[src/rtl/quotient_bcd_if.sv]
// Handshake and result bundle between the divider side and the BCD converter.
// The converter takes the slave view; the requester/display side takes master.
interface quotient_bcd_if;
    logic        START;
    logic [15:0] inQ;
    logic [7:0]  inR;
    logic [2:0]  inFLAG;
    logic [19:0] qBCD;
    logic [11:0] rBCD;
    logic        BUSY;
    logic        DONE;
    logic        ERR;

    modport master (
        output START, inQ, inR, inFLAG,
        input  qBCD, rBCD, BUSY, DONE, ERR
    );

    modport slave (
        input  START, inQ, inR, inFLAG,
        output qBCD, rBCD, BUSY, DONE, ERR
    );
endinterface

[src/rtl/quotient_bcd.sv]
// Sequential double-dabble converter: 16-bit quotient and 8-bit remainder to packed BCD,
// one shift-and-add-3 iteration per clock, with a one-cycle shortcut for divide-by-zero.
module quotient_bcd (
    input  logic          CLOCK,
    input  logic          RESET,
    quotient_bcd_if.slave bus
);
    typedef enum logic {IDLE, SHIFT} state_t;

    state_t      state_reg;
    logic [4:0]  cnt_reg;
    logic [15:0] q_sr_reg;
    logic [7:0]  r_sr_reg;
    logic [19:0] q_acc_reg;
    logic [11:0] r_acc_reg;
    logic [19:0] q_bcd_reg;
    logic [11:0] r_bcd_reg;
    logic        busy_reg;
    logic        done_reg;
    logic        err_reg;

    logic [19:0] q_adj;
    logic [11:0] r_adj;
    logic [19:0] q_acc_next;
    logic [11:0] r_acc_next;

    // Per-digit correction; digits never carry into each other.
    genvar gi;
    generate
        for (gi = 0; gi < 5; gi++) begin : g_q_adj
            assign q_adj[gi*4 +: 4] = (q_acc_reg[gi*4 +: 4] >= 4'd5) ?
                                      q_acc_reg[gi*4 +: 4] + 4'd3 : q_acc_reg[gi*4 +: 4];
        end
        for (gi = 0; gi < 3; gi++) begin : g_r_adj
            assign r_adj[gi*4 +: 4] = (r_acc_reg[gi*4 +: 4] >= 4'd5) ?
                                      r_acc_reg[gi*4 +: 4] + 4'd3 : r_acc_reg[gi*4 +: 4];
        end
    endgenerate

    assign q_acc_next = {q_adj[18:0], q_sr_reg[15]};
    assign r_acc_next = {r_adj[10:0], r_sr_reg[7]};

    always_ff @(posedge CLOCK) begin
        if (!RESET) begin
            state_reg <= IDLE;
            cnt_reg   <= 5'd0;
            q_sr_reg  <= 16'd0;
            r_sr_reg  <= 8'd0;
            q_acc_reg <= 20'd0;
            r_acc_reg <= 12'd0;
            q_bcd_reg <= 20'd0;
            r_bcd_reg <= 12'd0;
            busy_reg  <= 1'b0;
            done_reg  <= 1'b0;
            err_reg   <= 1'b0;
        end else begin
            done_reg <= 1'b0;
            case (state_reg)
                IDLE: begin
                    if (bus.START) begin
                        if (bus.inFLAG == 3'b011) begin
                            q_bcd_reg <= 20'hFFFFF;
                            r_bcd_reg <= 12'hFFF;
                            err_reg   <= 1'b1;
                            done_reg  <= 1'b1;
                        end else begin
                            q_sr_reg  <= bus.inQ;
                            r_sr_reg  <= bus.inR;
                            q_acc_reg <= 20'd0;
                            r_acc_reg <= 12'd0;
                            cnt_reg   <= 5'd0;
                            busy_reg  <= 1'b1;
                            state_reg <= SHIFT;
                        end
                    end
                end
                SHIFT: begin
                    q_acc_reg <= q_acc_next;
                    q_sr_reg  <= {q_sr_reg[14:0], 1'b0};
                    // The remainder has only 8 bits to consume, then it freezes.
                    if (cnt_reg < 5'd8) begin
                        r_acc_reg <= r_acc_next;
                        r_sr_reg  <= {r_sr_reg[6:0], 1'b0};
                    end
                    cnt_reg <= cnt_reg + 5'd1;
                    if (cnt_reg == 5'd15) begin
                        q_bcd_reg <= q_acc_next;
                        r_bcd_reg <= r_acc_reg;
                        err_reg   <= 1'b0;
                        done_reg  <= 1'b1;
                        busy_reg  <= 1'b0;
                        state_reg <= IDLE;
                    end
                end
            endcase
        end
    end

    assign bus.qBCD = q_bcd_reg;
    assign bus.rBCD = r_bcd_reg;
    assign bus.BUSY = busy_reg;
    assign bus.DONE = done_reg;
    assign bus.ERR  = err_reg;
endmodule
[src/flat_wrapper.sv]
// flat-port wrapper written by rule: the top's interface ports become plain ports
module quotient_bcd_flat 
  (CLOCK, RESET, bus_START, bus_inQ, bus_inR, bus_inFLAG, bus_qBCD, bus_rBCD, bus_BUSY, bus_DONE, bus_ERR);
  quotient_bcd_if bus_i ();
  input  logic CLOCK;
  input  logic RESET;
  input wire logic [$bits(bus_i.START)-1:0] bus_START;
  input wire logic [$bits(bus_i.inQ)-1:0] bus_inQ;
  input wire logic [$bits(bus_i.inR)-1:0] bus_inR;
  input wire logic [$bits(bus_i.inFLAG)-1:0] bus_inFLAG;
  output wire logic [$bits(bus_i.qBCD)-1:0] bus_qBCD;
  output wire logic [$bits(bus_i.rBCD)-1:0] bus_rBCD;
  output wire logic [$bits(bus_i.BUSY)-1:0] bus_BUSY;
  output wire logic [$bits(bus_i.DONE)-1:0] bus_DONE;
  output wire logic [$bits(bus_i.ERR)-1:0] bus_ERR;
  assign bus_i.START = bus_START;
  assign bus_i.inQ = bus_inQ;
  assign bus_i.inR = bus_inR;
  assign bus_i.inFLAG = bus_inFLAG;
  assign bus_qBCD = bus_i.qBCD;
  assign bus_rBCD = bus_i.rBCD;
  assign bus_BUSY = bus_i.BUSY;
  assign bus_DONE = bus_i.DONE;
  assign bus_ERR = bus_i.ERR;
  quotient_bcd u_core (.CLOCK(CLOCK), .RESET(RESET), .bus(bus_i));
endmodule
[config.mk]
export PLATFORM = sky130hd
export DESIGN_NAME = quotient_bcd_flat
export DESIGN_NICKNAME = d
export VERILOG_FILES = /design/src/rtl/quotient_bcd_if.sv /design/src/rtl/quotient_bcd.sv /design/src/flat_wrapper.sv
export SDC_FILE = /design/constraint.sdc
export NUM_CORES = 1
export LEC_CHECK = 0
export CAP_MARGIN = 10
export CORE_ASPECT_RATIO = 0.9
export CORE_MARGIN = 2
export CORE_UTILIZATION = 40
export DETAILED_ROUTE_END_ITERATION = 12
export GPL_TIMING_DRIVEN = 1
export PLACE_DENSITY_LB_ADDON = 0.08
export SYNTH_ARGS = -nofsm -noshare
export SYNTH_HDL_FRONTEND = slang
export SYNTH_SLANG_ARGS = --single-unit
[constraint.sdc]
create_clock -name CLOCK -period 2.1 [get_ports CLOCK]
set_input_delay 0.315 -clock CLOCK [delete_from_list [all_inputs] [get_ports CLOCK]]
set_output_delay 0.315 -clock CLOCK [all_outputs]
set_load 0.02 [all_outputs]
==> impl_metrics.sql <==
INSERT INTO impl_metrics (metric_group, metric, value, unit) VALUES
('synth', 'postSynth.asyncResetShare', '0', ''),
('clock_network', 'cts-buffers-inserted', '9', ''),
('drt', 'detail_route.wirelength', '10400', 'µm'),
('sta', 'final.setup.tns', '0', 'ns'),
('die', 'die_area', '11600', 'µm²'),
('sta', 'finClkSkew', '0.00813', 'ns'),
('setup_path', 'cp_cell_sequence', 'ha_1, and3_1, ha_1, and2_1, buf_12, o31ai_1, a311oi_1', ''),
('clock_network', 'htree_num_levels', '3', ''),
('synth', 'yosysTopAreaCell', 'dfxtp_1', ''),
('pwr', 'p_int', '0.00307', 'W'),
('setup_path', 'worst-endpoint-required', '2.31', 'ns'),
('grt', 'global_route_overflow', '0', ''),
('synth', 'synth-edff-count', '0', ''),
('synth', 'postSynth.topFlopCell', 'dfxtp_1', ''),
('clock_network', 'cts_tree', 'done', ''),
('pwr', 'total_leakage_power', '1.92', 'nW'),
('setup_path', 'start_kind', 'flop', ''),
('drt', 'dr.pass1.iters', '4', ''),
('hold_path', 'hp-class', 'reg -> reg', ''),
('sta', 'finalSetupViolCount', '0', ''),
('grt', 'grt_start_max_net_pins', '37', ''),
('final_layout', 'finalNonFillerCells', '675', ''),
('final_layout', 'finalInstanceArea', '5400', 'µm²'),
('synth', 'synth.most_common_cell', 'dfxtp_1', ''),
('final_layout', 'flow.area_growth_from_synthesis', '25.4', '%'),
('sta', 'final.period_utilization', '0.829', ''),
('place', 'port-buffer-count', '64', ''),
('sta', 'timing.max_slew.rel_slack', '0.536', ''),
('run_status', 'outcome', 'complete, no violations', ''),
('pwr', 'p_switching', '0.00100', 'W'),
('synth', 'ys_types', '44', ''),
('synth', 'post_synth_main_area_contributors', 'dfxtp_1, ha_1, a21oi_1', ''),
('setup_path', 'critPathBufInv', '1', ''),
('setup_path', 'critical_path_peak_fanout', '36', ''),
('place', 'detailedPlacementHpwl', '7090', 'µm'),
('synth', 'syn-num-nets', '528', ''),
('die', 'die_h', '102', 'µm'),
('place', 'placed_cells_incl_taps', '659', ''),
('sta', 'timing_worst_slew_pin_value', '0.695', 'ns'),
('sta', 'fmax', '574', 'MHz'),
('setup_path', 'cp_top_family', 'adder cells', ''),
('synth', 'ys_seq_elements', '97', ''),
('sta', 'grt_setup_unrepaired', 'false', ''),
('drt', 'drt_wl_cell', '15.4', 'µm'),
('synth', 'synthesis.area', '4310', 'µm²'),
('clock_network', 'clkSinkCount', '97', ''),
('final_layout', 'antennaDiodeCount', '0', ''),
('final_layout', 'final_nets', '590', ''),
('setup_path', 'worst_path_largest_cell_delay', '0.33', 'ns'),
('clock_network', 'reg_clk_slew_reported_paths', '0.07', 'ns'),
('pwr', 'power.switching_fraction', '0.246', ''),
('place', 'routabilityCongestion', '0.760', ''),
('die', 'dieWidth', '113', 'µm'),
('sta', 'timing.final.crit_period', '1.74', 'ns'),
('place', 'postPlaceCellArea', '5090', 'µm²'),
('drt', 'drtIter0Drc', '187', ''),
('synth', 'netlist_top_cells_count', 'dfxtp_1, nand2_1, nor2_1', ''),
('synth', 'yosysWarnings', '0', ''),
('clock_network', 'worst_case_clock_buffer_depth', '2', ''),
('pwr', 'largest_voltage_drop_on_the_vdd_net', '343', 'µV'),
('setup_path', 'worst_path_most_repeated_cell', 'ha_1', ''),
('pwr', 'cell_area_power_density', '755', 'nW/µm²'),
('synth', 'synth_top_area_frac', '0.451', ''),
('drt', 'route.antenna.remaining_nets', '0', ''),
('setup_path', 'worstSetupPathType', 'reg -> reg', ''),
('clock_network', 'post_cts.resized_instances', '0', ''),
('setup_path', 'setup.worst_path.end_class', 'flop', ''),
('synth', 'synth_area_per_cell', '8.99', 'µm²'),
('pwr', 'fraction_of_power_consumed_by_the_clock_network', '0.417', ''),
('pwr', 'pwr-share-comb', '0.104', ''),
('flow_run', 'max-cap-violations', '0', '');
==> worst min-delay path, cell delays in order, from the launching register on <==
cell and delay (ns):
dfxtp_1 0.31, nand2_1 0.05, a21oi_1 0.05
==> cell families after synthesis <==
| group | share of synthesized area |
|---|---|
| AOI/OAI and AO/OA | 0.224 |
| xor gates and xnor gates | 0.0183 |
| adders and majority gates | 0.0552 |
| buffers and inverters | 0.0543 |
| DFF | 0.451 |
| muxes | 0.0369 |
| and+or+nand+nor | 0.160 |
==> metal layers <==
metal  GRT usage  part of all wire
met5           0                 0
met4      0.0610             0.013
met3      0.0380             0.034
met2       0.301              0.45
met1       0.246              0.51
==> metrics by stage <==
| stage | total power, W | hold slack (ns) | util | setup WS (ns) |
|---|---|---|---|---|
| after detailed placement | 0.00242 | 0.449 | 0.491 | 0.0975 |
| after CTS | 0.00412 | 0.460 | 0.520 | 0.338 |
| after floorplan | 0.00225 | 0.432 | - | 0.426 |
| final | 0.00407 | 0.459 | 0.520 | 0.358 |
| after global placement | 0.00241 | 0.443 | 0.491 | 0.164 |
| after global routing | 0.00423 | 0.482 | 0.520 | 0.180 |
==> layout make-up <==
class                   count  area, µm²
fillers                   962       4980
multi-input cells         332       2130
clock buffers              11        243
repair buffers             82        788
flip-flops and latches     97       1940
well taps                 129        161
clock inverters             5       62.6
inverters                  19       71.3
==> final timing paths <==
path | start | endpoint | slack (ns) | depth (start not counted)
setup / recovery | u_core.cnt_reg[0] | u_core.bus.qBCD[18] | 0.36 | 7
hold / removal | u_core.bus.ERR | u_core.bus.ERR | 0.46 | 2
setup reg to reg | u_core.cnt_reg[0] | u_core.bus.qBCD[18] | 0.36 | 7
hold reg to reg | u_core.bus.ERR | u_core.bus.ERR | 0.46 | 2
==> power by group through the flow <==
stage	clock, W	combinational (W)	sequential, W
6_report	0.00170	0.000424	0.00195
5_1_grt	0.00181	0.000463	0.00196
4_1_cts	0.00174	0.000426	0.00195
3_5_place_dp	0	0.000424	0.00200
3_3_place_gp	0	0.000419	0.00199
2_1_floorplan	0	0.000246	0.00200
==> cells in the final DEF (no fill, tap or decap), drive strengths merged, types with 2 or more instances in the layout <==
cell	count
a2bb2oi	4
clkdlybuf4s50	64
dfxtp	97
a21oi	42
buf	18
o22ai	2
mux2i	8
nor3b	11
a31oi	10
ha	19
o31ai	12
o21ai	41
a222oi	15
nand2	47
a221oi	5
mux2	7
clkinvlp	2
and2	4
clkbuf	11
a22oi	3
inv	20
or2	2
nor2	45
xnor2	8
nand3	11
a211oi	12
nor3	6
nand2b	9
Power figures use the tool's default switching activity.
